File: config.mk
export PLATFORM = sky130hd
export DESIGN_NAME = bus_rr_arbiter
export DESIGN_NICKNAME = d
export VERILOG_FILES = /design/src/rtl/bus_rr_arbiter.sv
export SDC_FILE = /design/constraint.sdc
export NUM_CORES = 1
export LEC_CHECK = 0
export CORE_AREA = 8 8 68 70
export DETAILED_ROUTE_END_ITERATION = 10
export DIE_AREA = 0 0 76 78
export PLACE_DENSITY = 0.92
export SLEW_MARGIN = 20
export SYNTH_ARGS = -nofsm -noshare
export SYNTH_HDL_FRONTEND = slang
export SYNTH_SLANG_ARGS = --single-unit
File: constraint.sdc
create_clock -name clk -period 4.8 [get_ports clk]
set_input_delay 0.96 -clock clk [delete_from_list [all_inputs] [get_ports clk]]
set_output_delay 0.96 -clock clk [all_outputs]
set_load 0.02 [all_outputs]
File: src/rtl/bus_rr_arbiter.sv
// bus_rr_arbiter: round-robin owner arbiter for the shared core bus.
// Holds a grant for the whole transaction, then inserts one turnaround cycle.
// Revokes a grant that is never used. Define BUS_ARB_LOCK_EN to add in_lock,
// which lets an owner keep the bus for back-to-back transactions.
module bus_rr_arbiter #(
  parameter int NUM_REQ       = 6,
  parameter int IDX_WIDTH     = 3,
  parameter int GRANT_TIMEOUT = 16
) (
  input  logic                 clk,
  input  logic                 reset,
  input  logic [NUM_REQ-1:0]   in_reqcyc,
  input  logic                 in_bus_busy,
`ifdef BUS_ARB_LOCK_EN
  input  logic [NUM_REQ-1:0]   in_lock,
`endif
  output logic [NUM_REQ-1:0]   out_grant,
  output logic                 out_owner_valid,
  output logic [IDX_WIDTH-1:0] out_owner_idx,
  output logic                 out_timeout
);
  localparam int NP = 2 ** IDX_WIDTH;
  localparam int PW = IDX_WIDTH + 1;
  localparam int TW = (GRANT_TIMEOUT > 1) ? $clog2(GRANT_TIMEOUT) : 1;
  localparam logic [TW-1:0] T_LAST = TW'((GRANT_TIMEOUT > 0) ? GRANT_TIMEOUT - 1 : 0);

  typedef enum logic [1:0] {IDLE, GRANTED, BUSY, RELEASE} state_t;

  state_t                 state, state_d;
  logic [NUM_REQ-1:0]     grant, grant_d;
  logic [IDX_WIDTH-1:0]   owner, owner_d;
  logic [IDX_WIDTH-1:0]   rr_ptr, ptr_d;
  logic [TW-1:0]          timer, timer_d;
  logic                   timeout, timeout_d;
  logic                   rel;
  logic                   found;
  logic [IDX_WIDTH-1:0]   sel;
  logic [PW-1:0]          pos;
  logic [NP-1:0]          req_pad;
`ifdef BUS_ARB_LOCK_EN
  logic [NP-1:0]          lock_pad;
  logic [2:0]             lock_cnt, lock_cnt_d;
  assign lock_pad = NP'(in_lock);
`endif

  // Pad requests so any owner-index value addresses a defined bit.
  assign req_pad = NP'(in_reqcyc);

  assign out_grant       = grant;
  assign out_owner_valid = |grant;
  assign out_owner_idx   = owner;
  assign out_timeout     = timeout;

  // First requesting index at or after rr_ptr, wrapping past NUM_REQ-1.
  always_comb begin
    found = 1'b0;
    sel   = '0;
    pos   = '0;
    for (int i = 0; i < NUM_REQ; i++) begin
      pos = {1'b0, rr_ptr} + PW'(i);
      pos = (pos >= PW'(NUM_REQ)) ? pos - PW'(NUM_REQ) : pos;
      if (!found && req_pad[pos[IDX_WIDTH-1:0]]) begin
        found = 1'b1;
        sel   = pos[IDX_WIDTH-1:0];
      end
    end
  end

  // Next-state and next-output logic for the grant lifecycle.
  always_comb begin
    state_d    = state;
    grant_d    = grant;
    owner_d    = owner;
    ptr_d      = rr_ptr;
    timer_d    = timer;
    timeout_d  = 1'b0;
    rel        = 1'b0;
`ifdef BUS_ARB_LOCK_EN
    lock_cnt_d = lock_cnt;
`endif
    case (state)
      IDLE: begin
        if (found) begin
          state_d    = GRANTED;
          grant_d    = {{(NUM_REQ-1){1'b0}}, 1'b1} << sel;
          owner_d    = sel;
          timer_d    = '0;
`ifdef BUS_ARB_LOCK_EN
          lock_cnt_d = '0;
`endif
        end
      end
      GRANTED: begin
        if (in_bus_busy)
          state_d = BUSY;
        else if (!req_pad[owner])
          rel = 1'b1;
        else if (GRANT_TIMEOUT > 0 && timer == T_LAST) begin
          rel       = 1'b1;
          timeout_d = 1'b1;
        end else
          timer_d = timer + 1'b1;
      end
      BUSY: begin
        if (!in_bus_busy) begin
`ifdef BUS_ARB_LOCK_EN
          if (lock_pad[owner] && lock_cnt != 3'd4) begin
            state_d    = GRANTED;
            timer_d    = '0;
            lock_cnt_d = lock_cnt + 1'b1;
          end else
            rel = 1'b1;
`else
          rel = 1'b1;
`endif
        end
      end
      RELEASE: state_d = IDLE;
      default: state_d = IDLE;
    endcase
    if (rel) begin
      state_d = RELEASE;
      grant_d = '0;
      owner_d = '0;
      ptr_d   = (owner == IDX_WIDTH'(NUM_REQ - 1)) ? '0 : owner + 1'b1;
    end
  end

  // State and output registers; reset drops the grant immediately.
  always_ff @(posedge clk or negedge reset) begin
    if (!reset) begin
      state    <= IDLE;
      grant    <= '0;
      owner    <= '0;
      rr_ptr   <= '0;
      timer    <= '0;
      timeout  <= 1'b0;
`ifdef BUS_ARB_LOCK_EN
      lock_cnt <= '0;
`endif
    end else begin
      state    <= state_d;
      grant    <= grant_d;
      owner    <= owner_d;
      rr_ptr   <= ptr_d;
      timer    <= timer_d;
      timeout  <= timeout_d;
`ifdef BUS_ARB_LOCK_EN
      lock_cnt <= lock_cnt_d;
`endif
    end
  end
endmodule
### Word level (Yosys, flattened, before mapping)

Cells that the tools add are included.

| operators by class | value |
|---|---|
| $lt $le $gt $ge | 13 |
| div/mod/pow operators | 0 |
| reduce and logical (&&, ||, !) cells | 19 |
| shift operators | 1 |
| $mul | 0 |
| muxes and demuxes | 56 |
| bitwise logic cells | 0 |
| equality and inequality tests | 11 |
| $add $sub $neg | 13 |

Operators with widths:

| kind | number |
|---|---|
| 3-bit two-way mux | 16 |
| 3-bit by 4-bit less-than comparator with 1-bit output (second input constant) | 7 |
| 1-bit binary-select mux with 3-bit select | 7 |
| 4-bit by 3-bit >= comparator with 1-bit output (second input constant) | 5 |
| 1-bit two-way mux | 20 |
| 6-bit two-way mux | 3 |
| 3-bit subtractor (second input constant) | 6 |
| 4-bit two-way mux | 4 |
| 3-bit by 2-bit adder with 4-bit output (second input constant) | 2 |
| 3-bit by 3-bit adder with 4-bit output (second input constant) | 2 |
| 2-bit != test (second input constant) | 4 |
| 4-bit case mux with 2 select lines | 1 |
| 2-bit two-way mux | 3 |
| 3-bit != test (second input constant) | 2 |
| 2-bit case mux with 3 select lines | 1 |
| 2-bit nonzero test | 3 |
| 6-bit OR reduction | 1 |
| 1-bit by 3-bit << shifter with 6-bit output (first input constant) | 1 |
| 1-bit logical AND | 5 |
| 1-bit zero test | 5 |
| 5-bit AND reduction | 1 |
| 3-bit by 1-bit adder with 4-bit output (second input constant) | 1 |
| 4-bit by 1-bit adder with 4-bit output (second input constant) | 1 |
| 2-bit equality test (second input constant) | 2 |
| 10 further kinds | 10 |

| storage, ports and cells | value |
|---|---|
| bits in writable memories | 0 |
| latch bits | 0 |
| memories | 0 |
| word-level logic and storage cells | 119 |
| output and inout bits | 11 |
| ROM bits | 0 |
| register bits after elaboration | 19 |
| input bits | 9 |

### Depth between registers and ports, before layout

| logic depth | value |
|---|---|
| word-level depth | 24 |
| gate-level depth with buffers | 13 |
| mapped depth without buffers | 10 |

### Worst setup path before layout

No wires, ideal clock.

| timing | value |
|---|---|
| path kind | flip-flop to flip-flop |
| start point | register rr_ptr[0] |
| end point | register grant[4], in the netlist out_grant[4] |
| cell stages (with the launch flop) | 13 |
| setup time | 0.122 ns |
| period minus slack after synthesis | 2.995 ns |
| buffers on the path | 4 |
| arrival | 2.873 ns |
| path slack | 1.805 ns |
| data required time | 4.678 ns |
| cells stage by stage | dfrtp_1 > buf_6 > buf_6 > inv_1 > ha_1 > buf_2 > clkbuf_1 > nor2_1 > a32oi_1 > a21oi_2 > or4_4 > a21boi_1 > a32o_1 |

| between the ends | value |
|---|---|
| cells in the longest elaborated chain, start to end | 24 |
| elaborated cells on any way between the ends | 63 |
| classes of those cells | add/sub: 11; order compare: 6; shift: 1; mux: 33; reduce/logical: 12 |

Ends and longest elaborated chain:

| item | RTL line | text |
|---|---|---|
| start, declared | 32 | `logic [IDX_WIDTH-1:0] rr_ptr, ptr_d;` |
| start signal, assigned | 145 | `rr_ptr <= ptr_d;` |
| parallel branches: the longest is 24 deep, another holds 3-bit by 1-bit adder with 4-bit output | - |  |
| end signal, assigned | 143 | `grant <= grant_d;` |
| end, declared | 30 | `logic [NUM_REQ-1:0] grant, grant_d;` |

Several ways; the timed one is not identified. The select of a mux whose other input is x is not followed.
A chain may end at the register's enable or synchronous reset.

### Final worst setup path

| timing | value |
|---|---|
| start point | register rr_ptr[1] |
| end point | register grant[3], in the netlist out_grant[3] |

The elaborated chain is that of the path after synthesis.

==> flow_metrics.env <==
export IMPL_postRouteWirelength_um=5150
export IMPL_post_route_period_util=0.726
export IMPL_arrival_ps=3730
export IMPL_start_util=0.598
export IMPL_clk_path_buf_depth=2
export IMPL_critPathCaptureType="register"
export IMPL_clock_root_buffer="clkbuf_4"
export IMPL_routedWlPerCell_um=16.8
export IMPL_grt_pass1_wl_um=8670
export IMPL_synth_common_cells="dfrtp_1 (19), o21ai_0 (19), nor2_1 (14)"
export IMPL_worstPathRequired_ps=5050
export IMPL_dieArea_um2=5930
export IMPL_tightest_slew_ps=839
export IMPL_cp_start_kind="register"
export IMPL_vias_per_cell=6.66
export IMPL_cts_tree="done"
export IMPL_synth_cell_types=69
export IMPL_antenna_found_initial=0
export IMPL_finalSetupTns_ps=0
export IMPL_diodes=0
export IMPL_routabilityCongestion=0.920
export IMPL_route_detailed_drc=0
export IMPL_finalWorstSetupSlack_ps=1320
export IMPL_max_freq_mhz=287
export IMPL_criticalPathCategory="register to register"
export IMPL_cp_max_fo=26
export IMPL_skew_ps=10.0
export IMPL_async_reset_ff_frac=1.00
export IMPL_cp_cell_sequence="inv_1 > ha_1 > and3b_1 > o21ai_0 > a221o_1 > nand4_4 > nor2_1 > o21ai_0 > a32oi_1 > a32o_1"
export IMPL_path_delay_family="compound AO/OA/AOI/OAI gates"
export IMPL_coreArea_um2=3550
export IMPL_synthCells=247
export IMPL_max_cap_viol_count=0
export IMPL_place_ws_ps=1140
export IMPL_status="finished clean"
export IMPL_post_cts_buffers=0
export IMPL_grt_usage=0.170
export IMPL_finalSetupViolCount=0
export IMPL_antenna_left=0
export IMPL_fill_cells=280
export IMPL_layout_nets=282
export IMPL_fin_crit_ps=3480
export IMPL_syn_avg_cell_area_um2=8.60
export IMPL_synth_cell_area_um2=2120
export IMPL_cts_hold_buf=0
export IMPL_drt_initial_drc_count=175
export IMPL_slew_viol_final=0
export IMPL_cp_slowest_cell="ha_1"
export IMPL_layout_drive_gt1_share=0.0888
export IMPL_yosysWarnings=0
export IMPL_synth_seq_cells=19
export IMPL_rows=22
export IMPL_rsz0062_at_grt="no"
export IMPL_synth_edf_count=0
export IMPL_overflow=0
export IMPL_yosysTopAreaCell="dfrtp_1"
export IMPL_fp_dieW_um=76
export IMPL_dominantRegCellSynth="dfrtp_1"
export IMPL_worst_path_buf_inv=1
export IMPL_dp_hpwl_um=4030
export IMPL_grt_max_degree=33
export IMPL_num_vias=2045
export IMPL_syn2layout_area_growth_pct=9.96
export IMPL_cts_htree_levels=1
export IMPL_cts_reportedPaths_clkPinSlew_ps=110
export IMPL_io_pins=20
export IMPL_grt_pass1_vias=1867
export IMPL_cts_buffers_inserted=3
export IMPL_cts_resized=0
export IMPL_syn_num_nets=269
export IMPL_fp_dieH_um=78
export IMPL_clock_sinks=19
export IMPL_max_stage_delay_ps=800
export IMPL_cp_common_cell="o21ai_0"
export IMPL_yosysTopAreaCellShare=0.224
export IMPL_hold_viol=0
export IMPL_hold_class="register to register"
export IMPL_slew_limit_headroom=0.439
export IMPL_clock_latency_ps=300
export IMPL_ys_seq_area_frac=0.224
export IMPL_portBuffers=19
export IMPL_drt_pass1_iter_count=5
export IMPL_yosys_top_cells_area="dfrtp_1 (22%), ha_1 (7.7%), o21ai_0 (4.5%)"
## cell usage in the layout, fill, tap and decap left out, types with 3 or more instances in the layout
master,netlist,final
o22ai_1,4,4
a21o_1,4,4
o211ai_1,4,4
clkdlybuf4s50_1,0,19
clkbuf_4,0,3
nor4_1,4,4
a31oi_1,6,6
nand3_1,12,12
o21a_1,4,4
o21ai_0,19,19
a32o_1,4,4
nor2b_1,3,3
nor2_1,14,14
inv_1,9,9
mux2i_1,7,7
dfrtp_1,19,19
a211oi_1,3,3
and2_1,4,4
xor2_1,3,3
a21oi_1,13,13
o21ai_1,3,3
nand2_1,13,13
o31a_1,3,3
nor3_1,3,3
o311ai_1,4,4
ha_1,13,13
nand4_1,4,4
o31ai_1,4,4
nand2b_1,8,8
## final timing paths
check	start	to	cells past startpoint	slack [ps]
worst max-delay path	rr_ptr[1]	out_grant[3]	10	1320
max in group asynchronous	reset	rr_ptr[1]	1	3150
worst min register to register	out_grant[0]	out_grant[0]	2	530
min in group asynchronous	reset	out_grant[5]	1	1120
worst min-delay path	out_grant[0]	out_grant[0]	2	530
worst max register to register	rr_ptr[1]	out_grant[3]	10	1320
## routing by layer
metal / part of all wire / global-route usage / routed length [µm]
met3: 0.076 / 0.0334 / 393
met5: 0 / 0 / 0
met4: 0.018 / 0.0392 / 93
met1: 0.43 / 0.227 / 2230
met2: 0.47 / 0.276 / 2440
## layout make-up
| class | instances | area [µm²] | share of cell area |
|---|---|---|---|
| Multi-Input combinational cell | 207 | 1540 | 0.660 |
| Sequential cell | 19 | 475 | 0.204 |
| Timing Repair Buffer | 20 | 198 | 0.0847 |
| Tap cell | 48 | 60.1 | 0.0257 |
| Inverter | 9 | 33.8 | 0.0145 |
| Clock buffer | 3 | 22.5 | 0.00965 |
| Clock inverter | 1 | 5.00 | 0.00214 |
## worst register-to-register path: cells and delay by family (launching register included)
kind,cells,cell delay [ps]
compound gates,5,1210
flops,1,580
fa+ha+maj,1,800
buf+inv,1,200
simple gates,3,650
## flip-flops by register name, summed over array words and instances (netlist names)
signal / flops
out_grant: 6
out_owner_idx: 3
out_timeout: 1
rr_ptr: 3
state: 2
timer: 4
## cells by family after synthesis
family	Yosys count	synth area share
compound gates	96	0.328
flops	19	0.224
fa+ha+maj	13	0.0766
xor+xnor	5	0.0242
simple gates	82	0.225
mux	11	0.0719
buf+inv	21	0.0507
## through the flow
step / hold WS, ps / cells / utilization / instance area [µm²]
2_1_floorplan: 524 / 247 / - / 2120
3_3_place_gp: 497 / 303 / 0.650 / 2310
3_5_place_dp: 507 / 303 / 0.650 / 2310
4_1_cts: 533 / 307 / 0.658 / 2330
5_1_grt: 552 / 307 / 0.658 / 2330
6_report: 525 / 307 / 0.658 / 2330
Power is left out: the tool's default activity adds up to more than one toggle a clock period on the data nets, which glitch-free logic cannot reach.
